**config.mk**
```make
export PLATFORM = sky130hd
export DESIGN_NAME = cordic_iter
export DESIGN_NICKNAME = d
export VERILOG_FILES = /design/src/rtl/cordic_iter.sv
export SDC_FILE = /design/constraint.sdc
export NUM_CORES = 1
export LEC_CHECK = 0
export ABC_AREA = 1
export BUFFER_PORTS_ARGS = -buffer_cell sky130_fd_sc_hd__buf_4
export CAP_MARGIN = 20
export CORE_MARGIN = 4
export CORE_UTILIZATION = 55
export DETAILED_ROUTE_END_ITERATION = 6
export MAX_ROUTING_LAYER = met4
export PLACE_DENSITY = 0.74
export SLEW_MARGIN = 20
export SYNTH_ARGS = -nofsm -noshare
export SYNTH_HDL_FRONTEND = slang
export SYNTH_SLANG_ARGS = --single-unit
```
**constraint.sdc**
```tcl
create_clock -name clk -period 12.4 [get_ports clk]
set_input_delay 1.24 -clock clk [delete_from_list [all_inputs] [get_ports clk]]
set_output_delay 1.24 -clock clk [all_outputs]
set_load 0.03 [all_outputs]
```
**src/rtl/cordic_iter.sv**
```systemverilog
// Iterative CORDIC engine: one micro-rotation per clock, rotation and vectoring
// modes, valid/ready on both sides, saturated x/y results.
module cordic_iter #(
  parameter int unsigned WIDTH = 16,
  parameter int unsigned ITERS = 16
) (
  input  logic             clk,
  input  logic             rst_n,
  input  logic             in_valid_i,
  output logic             in_ready_o,
  input  logic             mode_i,
  input  logic [WIDTH-1:0] x_i,
  input  logic [WIDTH-1:0] y_i,
  input  logic [WIDTH:0]   z_i,
  output logic             out_valid_o,
  input  logic             out_ready_i,
  output logic [WIDTH-1:0] x_o,
  output logic [WIDTH-1:0] y_o,
  output logic [WIDTH:0]   z_o,
  output logic             busy_o
);

  localparam int unsigned FRAC = WIDTH - 2;
  localparam int unsigned XW   = WIDTH + 2;
  localparam int unsigned ZW   = WIDTH + 1;
  localparam int unsigned TW   = ZW + 2;
  localparam int unsigned IW   = $clog2(ITERS);
  localparam real         PI_R = 3.14159265358979323846;

  typedef logic [ITERS-1:0][ZW-1:0] atan_tab_t;

  function automatic real pow2(input int n);
    real r;
    r = 1.0;
    for (int k = 0; k < n; k++) r = r * 2.0;
    return r;
  endfunction

  // Taylor series; only called with t <= 0.5 where it converges quickly
  function automatic real atan_series(input real t);
    real sum;
    real term;
    sum  = 0.0;
    term = t;
    for (int k = 0; k < 60; k++) begin
      if ((k % 2) == 0) sum = sum + term / real'(2 * k + 1);
      else              sum = sum - term / real'(2 * k + 1);
      term = term * t * t;
    end
    return sum;
  endfunction

  function automatic atan_tab_t build_atan();
    atan_tab_t tab;
    real       a;
    for (int k = 0; k < int'(ITERS); k++) begin
      a      = (k == 0) ? PI_R / 4.0 : atan_series(1.0 / pow2(k));
      tab[k] = ZW'($rtoi(a * pow2(int'(FRAC)) + 0.5));
    end
    return tab;
  endfunction

  localparam int                   PI_I    = $rtoi(PI_R * pow2(int'(FRAC)) + 0.5);
  localparam logic signed [TW-1:0] PI      = TW'(PI_I);
  localparam logic signed [TW-1:0] HALF_PI = TW'(PI_I / 2);
  localparam logic signed [TW-1:0] TWO_PI  = TW'(2 * PI_I);
  localparam atan_tab_t            ATAN    = build_atan();
  localparam logic signed [XW-1:0] SAT_MAX = XW'((1 << (WIDTH - 1)) - 1);
  localparam logic signed [XW-1:0] SAT_MIN = XW'(-(1 << (WIDTH - 1)));

  function automatic logic [WIDTH-1:0] sat(input logic signed [XW-1:0] v);
    if (v > SAT_MAX) return SAT_MAX[WIDTH-1:0];
    if (v < SAT_MIN) return SAT_MIN[WIDTH-1:0];
    return v[WIDTH-1:0];
  endfunction

  typedef enum logic [1:0] {S_IDLE, S_PRE, S_ITER, S_DONE} state_t;

  state_t                 state_q, state_d;
  logic signed [XW-1:0]   x_q, x_d, y_q, y_d;
  logic signed [ZW-1:0]   z_q, z_d;
  logic        [IW-1:0]   i_q, i_d;
  logic                   mode_q, mode_d;
  logic        [WIDTH-1:0] xo_q, xo_d, yo_q, yo_d;
  logic        [ZW-1:0]   zo_q, zo_d;
  logic                   valid_q, busy_q;
  logic                   accept;
  logic                   last_iter;
  logic signed [TW-1:0]   zt;
  logic signed [XW-1:0]   xs, ys;
  logic signed [ZW-1:0]   atan_k;
  logic                   dir;

  assign accept    = in_valid_i & in_ready_o;
  assign last_iter = (i_q == IW'(ITERS - 1));

  // State register
  always_ff @(posedge clk or negedge rst_n) begin
    if (!rst_n) state_q <= S_IDLE;
    else        state_q <= state_d;
  end

  // Next-state logic
  always_comb begin
    state_d = state_q;
    case (state_q)
      S_IDLE: if (in_valid_i) state_d = S_PRE;
      S_PRE:  state_d = S_ITER;
      S_ITER: if (last_iter) state_d = S_DONE;
      S_DONE: if (out_ready_i) state_d = in_valid_i ? S_PRE : S_IDLE;
      default: state_d = S_IDLE;
    endcase
  end

  // Handshake output, combinational from state and consumer ready
  always_comb begin
    in_ready_o = 1'b0;
    case (state_q)
      S_IDLE:  in_ready_o = 1'b1;
      S_DONE:  in_ready_o = out_ready_i;
      default: in_ready_o = 1'b0;
    endcase
  end

  // Datapath next-state: operand latch, range reduction, micro-rotation
  always_comb begin
    x_d    = x_q;
    y_d    = y_q;
    z_d    = z_q;
    i_d    = i_q;
    mode_d = mode_q;
    xo_d   = xo_q;
    yo_d   = yo_q;
    zo_d   = zo_q;
    zt     = TW'(z_q);
    xs     = x_q >>> i_q;
    ys     = y_q >>> i_q;
    atan_k = ATAN[i_q];
    dir    = mode_q ? y_q[XW-1] : ~z_q[ZW-1];

    if (accept) begin
      x_d    = XW'($signed(x_i));
      y_d    = XW'($signed(y_i));
      z_d    = $signed(z_i);
      mode_d = mode_i;
    end else if (state_q == S_PRE) begin
      if (!mode_q) begin
        if (zt > PI)       zt = zt - TWO_PI;
        else if (zt < -PI) zt = zt + TWO_PI;
        if (zt > HALF_PI) begin
          x_d = -y_q;
          y_d = x_q;
          zt  = zt - HALF_PI;
        end else if (zt < -HALF_PI) begin
          x_d = y_q;
          y_d = -x_q;
          zt  = zt + HALF_PI;
        end
      end else if (x_q[XW-1]) begin
        x_d = -x_q;
        y_d = -y_q;
        zt  = y_q[XW-1] ? zt - PI : zt + PI;
        if (zt > PI)       zt = zt - TWO_PI;
        else if (zt < -PI) zt = zt + TWO_PI;
      end
      z_d = ZW'(zt);
      i_d = '0;
    end else if (state_q == S_ITER) begin
      if (dir) begin
        x_d = x_q - ys;
        y_d = y_q + xs;
        z_d = z_q - atan_k;
      end else begin
        x_d = x_q + ys;
        y_d = y_q - xs;
        z_d = z_q + atan_k;
      end
      i_d = i_q + IW'(1);
      if (last_iter) begin
        xo_d = sat(x_d);
        yo_d = sat(y_d);
        zo_d = z_d;
      end
    end
  end

  always_ff @(posedge clk or negedge rst_n) begin
    if (!rst_n) begin
      x_q     <= '0;
      y_q     <= '0;
      z_q     <= '0;
      i_q     <= '0;
      mode_q  <= 1'b0;
      xo_q    <= '0;
      yo_q    <= '0;
      zo_q    <= '0;
      valid_q <= 1'b0;
      busy_q  <= 1'b0;
    end else begin
      x_q     <= x_d;
      y_q     <= y_d;
      z_q     <= z_d;
      i_q     <= i_d;
      mode_q  <= mode_d;
      xo_q    <= xo_d;
      yo_q    <= yo_d;
      zo_q    <= zo_d;
      valid_q <= (state_d == S_DONE);
      busy_q  <= (state_d != S_IDLE);
    end
  end

  assign x_o         = xo_q;
  assign y_o         = yo_q;
  assign z_o         = zo_q;
  assign out_valid_o = valid_q;
  assign busy_o      = busy_q;

endmodule

```
* Yosys cells after proc, flatten, opt, wreduce, memory -nomap -nowiden *
Memory sizes are Yosys's and may differ from the RTL's.
Index checks and enable logic that the tools add are counted.

storage, ports and cells
  register bits after elaboration = 111
  ROM bits = 272
  output and inout bits = 52
  memories kept = 1

memory list
  memory           words  bits a word  read ports  clocked after memory_dff  write ports  RTL line  text
  (no name shown)  16     17           1           0                         0            138       atan_k = ATAN[i_q];

cells by class
  $add $sub $neg = 17
  $lt $le $gt $ge = 11
  equal/unequal tests = 7
  shift operators = 2
  mux-type cells = 78
  bitwise logic cells = 4
  reduce and logical (&&, ||, !) cells = 9

operators by type and width
  kind                    number
  $mux 18                 22
  $mux 17                 11
  $mux 16                 8
  $mux 19                 6
  $add 18x18->18          2
  $gt 18x16->1 const B    2
  $lt 18x16->1 const B    2
  $neg 18->18             2
  $sshr 18x4->18          2
  $sub 18x18->18          2
  $add 17x16->17 const B  2
  $sub 17x16->17 const B  2
  $mux 1                  24
  $add 17x18->19 const B  1
  $gt 19x16->1 const B    1
  $gt 19x17->1 const B    1
  $lt 19x16->1 const B    1
  $lt 19x17->1 const B    1
  $sub 17x18->19 const B  1
  $add 17x17->18 const B  1
  $sub 17x17->18 const B  1
  $add 17x17->17          1
  $gt 17x17->1 const B    1
  $lt 17x17->1 const B    1
  20 further kinds        30

* Depth between registers and ports, before layout *
Gate-level depths: netlist of the first run.

  depth in word-level cells = 19
  gate-level depth with buffers = 37
  gate-level depth less buffers = 34

* Least setup slack after synthesis of the first run *
No wires, ideal clock.

  path kind = flip-flop to flip-flop
  start = reg i_q[0]
  end = reg xo_q[10] (netlist: x_o[10])
  library setup time = 0.126 ns
  data arrival time = 4.296 ns
  slack = 7.978 ns
  stages on the path, launching flop included = 35
  path buffers = 4
  period minus slack after synthesis = 4.422 ns
  cell sequence = dfrtp_1 buf_6 buf_6 buf_6 nand2_1 o21ai_0 nand2_1 nand2_1 nand2_1 o21ai_1 nand2_1 nand3_1 inv_1 ha_1 inv_1 nor3_1 nand3b_1 nor3_1 nand4_1 o31ai_1 xor2_1 ha_1 nand2_1 nor4_1 nand2_1 nand2_1 a21oi_1 o21bai_1 xor2_1 nand3_1 nand3_1 nand2_1 inv_2 buf_2 a21boi_1

between the ends
  word-level cells in the longest chain between the ends = 15
  elaborated cells on any way between the ends = 25
  classes of those cells = 2 x add/sub; 2 x order compare; 1 x eq/ne; 1 x shift; 18 x mux; 1 x reduce/logical

RTL lines
  element                                           RTL line  text
  start, declared                                   82        logic [IW-1:0] i_q, i_d;
  start signal, assigned                            203       i_q <= i_d;
  $sshr 18x4->18                                    137       ys = y_q >>> i_q;
  $add 18x18->18 or $sub 18x18->18 (tied branches)  174, 170
  $mux 18                                           169       if (dir) begin
  $mux 18                                           168       end else if (state_q == S_ITER) begin
  $mux 18                                           146       end else if (state_q == S_PRE) begin
  $mux 18                                           141       if (accept) begin
  $lt 18x16->1                                      73        if (v < SAT_MIN) return SAT_MIN[WIDTH-1:0];
  $mux 1 (2 in a row)                               73
  $mux 1                                            179       if (last_iter) begin
  $mux 1                                            168
  $mux 1                                            146
  $mux 1                                            141
  $mux 16                                           74        return v[WIDTH-1:0];
  $mux 16                                           73
  end signal, assigned                              205       xo_q <= xo_d;
  end, declared                                     84        logic [WIDTH-1:0] xo_q, xo_d, yo_q, yo_d;

Parallel ways exist; a longest one is shown, timed or not. The select of a mux whose other input is x is not followed.
A chain may end at the register's enable or synchronous reset.

* Worst setup path in the final report of the first run *
  start = reg i_q[0]
  end = reg yo_q[3] (netlist: y_o[3])

between the ends
  word-level cells in the longest chain between the ends = 15
  elaborated cells on any way between the ends = 25
  classes of those cells = 2 x add/sub; 2 x order compare; 1 x eq/ne; 1 x shift; 18 x mux; 1 x reduce/logical

RTL lines
  element                                           RTL line  text
  $sshr 18x4->18                                    136       xs = x_q >>> i_q;
  $sub 18x18->18 or $add 18x18->18 (tied branches)  175, 171
  $mux 18                                           169
  $mux 18                                           168
  $mux 18                                           146
  $mux 18                                           141
  $lt 18x16->1                                      73
  $mux 1 (2 in a row)                               73
  $mux 1                                            179
  $mux 1                                            168
  $mux 1                                            146
  $mux 1                                            141
  $mux 16                                           74
  $mux 16                                           73
  end signal, assigned                              206       yo_q <= yo_d;
  end, declared                                     84

Parallel ways exist; a longest one is shown, timed or not. The select of a mux whose other input is x is not followed.

==> results of run 1 <==
==> through the flow <==
| step | hold slack (ns) | cell area [µm²] | utilization |
|---|---|---|---|
| floorplan | 0.520 | 14700 | - |
| global placement | 0.461 | 15500 | 0.593 |
| detailed placement | 0.463 | 15500 | 0.593 |
| CTS | 0.487 | 15800 | 0.604 |
| global route | 0.515 | 15800 | 0.604 |
| finish | 0.483 | 15800 | 0.604 |
==> critical path, delay by kind of cell, from the launching register on <==
| kind | cells | cell delay [ns] |
|---|---|---|
| buffers and inverters | 5 | 0.78 |
| muxes | 1 | 0.31 |
| xor gates and xnor gates | 2 | 0.48 |
| adders and majority gates | 2 | 0.52 |
| AOI/OAI and AO/OA | 8 | 1.64 |
| DFF | 1 | 0.45 |
| and+or+nand+nor | 11 | 1.47 |
==> path summary, 6_finish.rpt <==
path,start,to,cells after the start
worst max register to register,i_q[0]$_DFFE_PN0P_,y_o[3]$_DFFE_PN0P_,29
max in group asynchronous,rst_n,i_q[0]$_DFFE_PN0P_,2
worst max-delay path,i_q[0]$_DFFE_PN0P_,y_o[3]$_DFFE_PN0P_,29
worst min-delay path,z_o[3]$_DFFE_PN0P_,z_o[3]$_DFFE_PN0P_,2
worst min register to register,z_o[3]$_DFFE_PN0P_,z_o[3]$_DFFE_PN0P_,2
min in group asynchronous,rst_n,z_o[5]$_DFFE_PN0P_,1
==> registers in the layout, summed over array words and instances, names as in the netlist <==
| signal | cells |
|---|---|
| mode_q | 1 |
| z_q | 17 |
| z_o | 17 |
| busy_o | 1 |
| out_valid_o | 1 |
| state_q | 2 |
| x_o | 16 |
| y_o | 16 |
| x_q | 18 |
| y_q | 18 |
| i_q | 4 |
==> cell type report <==
class,count,area [µm²],area share
Sequential cell,111,2780,0.176
Clock buffer,9,225,0.0142
Multi-Input combinational cell,1966,10400,0.659
Tap cell,335,419,0.0265
Clock inverter,7,77.6,0.00490
Timing Repair Buffer,120,901,0.0569
Inverter,266,1000,0.0632
==> layout by cell type (no fill, tap or decap), drive strengths merged, types with 2 or more instances in the layout <==
master	instances
nor3b	2
and3	2
a21o	4
nand3b	8
fa	3
buf	120
mux2i	7
a31oi	9
nor2	197
nor3	20
a21oi	108
o21a	6
o21bai	5
o22ai	17
nand4	18
clkbuf	9
o211ai	29
inv	266
a21boi	29
clkinv	7
nand3	188
or2	39
o21ai	222
o2111ai	3
and2	2
o31ai	6
xnor2	22
ha	82
nand2	813
o221ai	6
dfrtp	111
nor4	6
xor2	105
==> cells by family (layout without fill, tap and decap cells) <==
family,count (synthesis),after routing
AO/OA/AOI/OAI,451,451
XOR/XNOR,127,127
flip-flops,111,111
AND/OR/NAND/NOR,1296,1296
adder cells (fa/ha/maj),85,85
buffers and inverters,362,402
multiplexers,7,7
==> layer usage <==
metal	share of wire	vias up
met4	0.025	0
met3	0.11	97
met1	0.45	7687
met5	0	-
met2	0.42	916
li1	-	7977
==> reports/qor.log, run 1 <==
[outcome] result of the run finished, final reports clean
[setup_path] CP max stage delay 0.52 ns
[logic_synthesis] share of synthesized cell area in full adder, half adder and majority cells 0.0737
[setup_path] maximum fanout encountered on the critical timing path 66
[logic_synthesis] Simple-Gate Fraction of Synth Area 0.377
[final_layout] number of nets at the end of the flow 2613
[clock_network] cts repair resizes 0
[placement] routability congestion estimate from global placement 1.02
[setup_path] Critical-path top delay cell buf_4
[clock_network] count of hold-fix buffers inserted at cts 0
[setup_path] nature of the critical path startpoint flop
[drt] Wirelength per Cell 19.0 µm
[clock_network] clock tree from TritonCTS built
[drt] WL final 53600 µm
[sta] Worst Max-Slew Pin Slew 0.937 ns
[clock_network] sinks on the clock net 111
[sta] Slew headroom 0.374
[setup_path] Critical Path End Type flop
[global_routing] met3 routing resource usage after global routing 0.0572
[sta] share of the clock period used by the worst path after layout 0.463
[logic_synthesis] prevailing post-synth register cell dfrtp_1
[global_routing] GRT overflow 0
[logic_synthesis] portion of netlist area occupied by mux cells 0.00475
[logic_synthesis] complex-gate fraction of the synthesized area 0.176
[clock_network] worst-skew pair later-pin latency 0.38 ns
[logic_synthesis] Yosys top cell area share 0.201
[drt] post-route antenna net violation count 0
[sta] highest clock frequency the design can meet 0.174 GHz
[final_layout] layout overhead on the synthesized area 7.41%
[logic_synthesis] Synth area leader nand2_1
[clock_network] clock transition at the registers of the reported paths 0.10 ns
[placement] number of input and output port buffers inserted 105
[setup_path] data arrival time of the worst path 6.05 ns
[sta] Max Slew Vio Count 0
[drt] Detailed Route Iter0 Violations 2144
[logic_synthesis] Gate Count Post-Synth 2439
[sta] final sum of negative setup slack 0 ns
[placement] count of placed standard cells including taps 2798
[drt] average vias per placed instance 5.93
[sta] setup skew after layout 0.0168 ns
[final_layout] fraction of layout cells with a size suffix above 1 0.0992
[global_routing] vias in the first global route 15200
[die] number of top-level pins 106
[global_routing] met1 usage in global routing 0.538
[clock_network] buffer type at the clock tree root clkbuf_16
[clock_network] post-CTS repair timing setup buffer count 0
[placement] setup slack at placement 6.89 ns
[sta] RSZ-0062 raised after global routing no
[die] Chip Width 172 µm
[setup_path] critical path data required time 12.70 ns
[final_layout] final cell count without fillers 2814
[sta] time the final worst path needs with I/O delays and setup 5.74 ns
[drt] detailed-router iteration count before antenna repair 7
[logic_synthesis] largest family of logic cells by synthesized area simple AND/OR/NAND/NOR gates
[final_layout] ant diodes 0
[global_routing] wire length of the first global-routing pass 83800 µm
[setup_path] CP dominant cell by count nand2_1
[logic_synthesis] total nets after synthesis 2578
[logic_synthesis] flip-flop and latch count after synthesis 111
[global_routing] antenna violations before repair 1
[logic_synthesis] number of warnings reported in the yosys synthesis log 0
[logic_synthesis] number of enable-type register cells in the synthesized netlist 0
[placement] total half-perimeter wirelength after legalization and detailed placement 40900 µm
[global_routing] met2 usage 0.532
[global_routing] peak-usage layer in the global routing report met1
[logic_synthesis] post-synthesis share of cell area spent on xor and xnor gates 0.0755
[die] placement row count 59
[clock_network] deepest level of the CTS H-tree 3
[logic_synthesis] syn avg cell area 6.04 µm²
[global_routing] maximum number of pins on one net before global-route repair 67
[clock_network] number of buffers added by the clock tree synthesis step 9
[clock_network] maximum clock path buffer count 2
[setup_path] FF-to-FF setup slack 6.66 ns
[logic_synthesis] post-synth cell types 61
[global_routing] total routing resource utilization after global routing 0.368
[sta] total count of hold-check failures in the final report 0
[die] Die Y-Extent 172 µm
[die] die area 0.0295 mm²
[logic_synthesis] top cells by area in the synthesized netlist nand2_1, dfrtp_1, ha_1
[sta] setup-violating endpoint count in the final report 0
[min_path] Hold WC Path Type flop to flop
[logic_synthesis] sequential area share after synthesis 0.188
[run] Max Cap Viol 0
[logic_synthesis] Synth async-reset ratio 1.00
[die] effective utilization at floorplan 0.562
[logic_synthesis] commonest cells in the netlist nand2_1, inv_1, nor2_1
[die] area of the core 0.0262 mm²
[logic_synthesis] netlist area before placement 0.0147 mm²
[logic_synthesis] count leader, synth nand2_1
[drt] total via count after detailed routing 16700
[setup_path] Worst Setup Path Type flop to flop
[sta] worst setup margin 6.66 ns
[drt] drt drc 0
[final_layout] filler cell count 2575
Power of run 1 is not shown: default switching activity piles up to over one toggle a cycle in this logic, so the estimate is an artifact.
==> run 2, diff against run 1 <==
--- a/config.mk
+++ b/config.mk
@@ -5,14 +5,14 @@
 export SDC_FILE = /design/constraint.sdc
 export NUM_CORES = 1
 export LEC_CHECK = 0
-export ABC_AREA = 1
+export ABC_AREA = 0
 export BUFFER_PORTS_ARGS = -buffer_cell sky130_fd_sc_hd__buf_4
 export CAP_MARGIN = 20
 export CORE_MARGIN = 4
 export CORE_UTILIZATION = 55
 export DETAILED_ROUTE_END_ITERATION = 6
 export MAX_ROUTING_LAYER = met4
-export PLACE_DENSITY = 0.74
+export PLACE_DENSITY = 0.77
 export SLEW_MARGIN = 20
 export SYNTH_ARGS = -nofsm -noshare
 export SYNTH_HDL_FRONTEND = slang
==> constraint.sdc (replaced) <==
create_clock -name clk -period 5.1 [get_ports clk]
set_input_delay 0.51 -clock clk [delete_from_list [all_inputs] [get_ports clk]]
set_output_delay 0.51 -clock clk [all_outputs]
set_load 0.03 [all_outputs]
==> run 2 against run 1 <==
- maximum frequency increased by 14%
- via count decreased by 7.7%
- die area decreased by 6.0%
- cell area increased by 5.7%
- worst setup slack got worse by 6.6 ns
- synthesized area decreased by 6.3%
- flip-flop and latch count unchanged
- largest cell class unchanged
- non-clock buffer count increased by 174
- clock skew decreased by 0.0056 ns
- sequential share of layout area decreased by 0.94 points
==> reports/qor.log, run 2 <==
[sta] setup skew after layout 0.0113 ns [-0.00556 ns]
[logic_synthesis] commonest cells in the netlist nand2_1, a21oi_1, nor2_1
[die] number of top-level pins 106 [unchanged]
[setup_path] crit path cell chain buf_12, buf_6, buf_4, mux4_2, mux2_2, a211oi_2, nand4_1, nor2_2, nand2_2, o21ai_2, xnor2_1, ha_1, or2_2, o31ai_1, inv_1, a31o_2, a21oi_4, xnor2_2, or2_2, a21boi_1, o31ai_2
[logic_synthesis] Gate Count Post-Synth 1803 [-26%]
[drt] average vias per placed instance 6.71 [+13%]
[global_routing] antenna violations before repair 2 [+1]
[setup_path] worst flop-to-flop path endpoint x_o[0]$_DFFE_PN0P_
[logic_synthesis] post-synth cell types 92 [+51%]
[final_layout] filler cell count 2058 [-20%]
[setup_path] data arrival time of the worst path 5.27 ns [-0.78 ns]
[logic_synthesis] count leader, synth nand2_1
[die] Die Y-Extent 166 µm [-3.0%]
[logic_synthesis] number of warnings reported in the yosys synthesis log 0 [unchanged]
[placement] total half-perimeter wirelength after legalization and detailed placement 41600 µm [+1.7%]
[placement] routability congestion estimate from global placement 1.08 [+5.8%]
[sta] setup-violating endpoint count in the final report 0 [unchanged]
[global_routing] maximum number of pins on one net before global-route repair 57 [-15%]
[logic_synthesis] prevailing post-synth register cell dfrtp_1
[sta] Slew headroom 0.276 [-0.0973]
[setup_path] Critical Path End Type flop
[sta] share of the clock period used by the worst path after layout 0.991 [+0.528]
[final_layout] Top Registers x_q x18, y_q x18
[setup_path] Critical-path top delay cell mux4_2
[setup_path] CP max stage delay 0.56 ns [+0.04 ns]
[clock_network] maximum clock path buffer count 2 [unchanged]
[sta] highest clock frequency the design can meet 0.198 GHz [+14%]
[logic_synthesis] Synth async-reset ratio 1.00 [unchanged]
[clock_network] deepest level of the CTS H-tree 3 [unchanged]
[logic_synthesis] top cells by area in the synthesized netlist dfrtp_1, ha_1, xnor2_1
[drt] Wirelength per Cell 24.1 µm [+27%]
[drt] detailed-router iteration count before antenna repair 5 [-2]
[die] die area 0.0277 mm² [-6.0%]
[setup_path] maximum fanout encountered on the critical timing path 6 [-91%]
[outcome] result of the run finished, final reports clean
[setup_path] FF-to-FF setup slack 0.05 ns [-6.61 ns]
[logic_synthesis] number of enable-type register cells in the synthesized netlist 0 [unchanged]
[logic_synthesis] sequential area share after synthesis 0.201 [+0.0127]
[drt] WL final 55300 µm [+3.3%]
[sta] Max Slew Vio Count 0 [unchanged]
[drt] drt drc 0 [unchanged]
[sta] Worst Max-Slew Pin Slew 1.09 ns [+0.148 ns]
[drt] Detailed Route Iter0 Violations 2381 [+11%]
[global_routing] total routing resource utilization after global routing 0.382 [+0.0135]
[min_path] Hold WC Path Type primary input to asynchronous set/reset pin
[placement] number of input and output port buffers inserted 105 [unchanged]
[setup_path] critical path data required time 5.32 ns [-7.38 ns]
[final_layout] number of nets at the end of the flow 2104 [-19%]
[final_layout] final core utilization 0.682 [+0.0779]
[clock_network] clock transition at the registers of the reported paths 0.08 ns [-0.02 ns]
[setup_path] Critical path buffers and inverters 4 [-1]
[final_layout] commonest cells after routing, fill and taps aside buf_4, nand2_1, a21oi_1
[logic_synthesis] syn avg cell area 7.66 µm² [+27%]
[logic_synthesis] Yosys top cell area share 0.201 [+0.000427]
[die] placement row count 57 [-3.4%]
[clock_network] clock tree from TritonCTS built
[clock_network] sinks on the clock net 111 [unchanged]
[global_routing] wire length of the first global-routing pass 82300 µm [-1.8%]
[drt] total via count after detailed routing 15400 [-7.7%]
[run] Max Cap Viol 0 [unchanged]
[setup_path] CP dominant cell by count or2_2
[setup_path] start of the worst register-to-register path i_q[0]$_DFFE_PN0P_
[clock_network] buffer type at the clock tree root clkbuf_16
[clock_network] worst-skew pair later-pin latency 0.37 ns [about the same]
[logic_synthesis] Synth area leader dfrtp_1
[drt] post-route antenna net violation count 0 [unchanged]
[die] effective utilization at floorplan 0.563 [about the same]
[logic_synthesis] total nets after synthesis 1942 [-25%]
[global_routing] vias in the first global route 13900 [-8.3%]
[setup_path] nature of the critical path startpoint flop
[logic_synthesis] netlist area before placement 0.0138 mm² [-6.3%]
[final_layout] Design Area, Final 0.0167 mm² [+5.7%]
[final_layout] leading cell type in the layout, fill and taps excluded buf_4
[setup_path] Top Family by Delay on Critical Path compound AO/OA/AOI/OAI gates
[placement] Area after DPL 0.0157 mm² [+0.94%]
[sta] time the final worst path needs with I/O delays and setup 5.05 ns [-0.689 ns]
[setup_path] Worst Setup Path Type flop to flop
[final_layout] layout overhead on the synthesized area 21.1%
[die] area of the core 0.0245 mm² [-6.4%]
[die] Chip Width 166 µm [-3.0%]
[clock_network] number of buffers added by the clock tree synthesis step 9 [unchanged]
[global_routing] GRT overflow 0 [unchanged]
[logic_synthesis] flip-flop and latch count after synthesis 111 [unchanged]
[setup_path] r2r worst-path depth 21 [-28%]
[final_layout] fraction of layout cells with a size suffix above 1 0.233 [+0.134]
[sta] total count of hold-check failures in the final report 0 [unchanged]
==> run 2: cell types whose count changed after synthesis, moves of 27 or more <==
cell,delta
a21oi_1,+55
inv_1,-197
nand3_1,-155
nor3_1,+27
xnor2_1,+84
or2_2,-31
nor2_1,-33
nand2_1,-551
o21ai_1,-53
o21ai_0,-43
o221ai_1,+29
mux4_2,+36
clkbuf_1,+74
==> run 2: cell families after synthesis <==
kind of cell,synth area share
AND/OR/NAND/NOR,0.195
AO/OA/AOI/OAI,0.268
buffers and inverters,0.0582
XOR/XNOR,0.121
flip-flops,0.201
adder cells (fa/ha/maj),0.0786
multiplexers,0.0781
==> run 2: worst max path at each step <==
stage               depth (start not counted)  slack (ns)                from                  end
floorplan                                  24        0.02  i_q[0]$_DFFE_PN0P_  y_o[10]$_DFFE_PN0P_
global placement                           21        0.05  z_q[5]$_DFFE_PN0P_  y_q[14]$_DFFE_PN0P_
detailed placement                         20       -0.08  i_q[0]$_DFFE_PN0P_  x_o[13]$_DFFE_PN0P_
CTS                                        21       0.005  i_q[0]$_DFFE_PN0P_   y_o[4]$_DFFE_PN0P_
global route                               22       -0.12  i_q[0]$_DFFE_PN0P_   x_o[4]$_DFFE_PN0P_
finish                                     21        0.05  i_q[0]$_DFFE_PN0P_   x_o[0]$_DFFE_PN0P_
==> run 2: metal layers <==
layer | global-route usage | wire length (µm)
met1 | 0.559 | 23300
met4 | 0.0900 | 1460
met3 | 0.0863 | 7190
met5 | - | 0
met2 | 0.538 | 23400
==> run 2: through the flow <==
| step | cells | hold slack (ns) | setup slack, ns | setup TNS [ns] |
|---|---|---|---|---|
| after floorplan | 1803 | 0.214 | 0.0179 | 0 |
| after detailed placement | 2238 | 0.471 | -0.0807 | -0.616 |
| after CTS | 2254 | 0.147 | 0.00502 | 0 |
| final | 2295 | 0.129 | 0.0452 | 0 |
| after global placement | 2238 | 0.462 | 0.0465 | 0 |
| after global routing | 2295 | 0.170 | -0.121 | -1.79 |
==> run 2: cell type report <==
cell class | count | area [µm²] | area share
Inverter | 58 | 218 | 0.0130
Clock buffer | 10 | 239 | 0.0143
Multi-Input combinational cell | 1491 | 10600 | 0.636
Sequential cell | 111 | 2780 | 0.166
Timing Repair Buffer | 294 | 2370 | 0.142
Clock inverter | 6 | 76.3 | 0.00456
Antenna cell | 1 | 2.50 | 0.000150
Tap cell | 324 | 405 | 0.0242
==> run 2: repair_timing <==
| action | in CTS | in global routing |
|---|---|---|
| hold buffers | 0 | 0 |
| setup endpoints to repair | 24 | 82 |
| resized for setup | 5 | 82 |
| buffers inserted | 0 | 35 |
| cloned | 0 | 5 |
| pin swaps | 1 | 32 |
Power of run 2 is left out for the same reason.
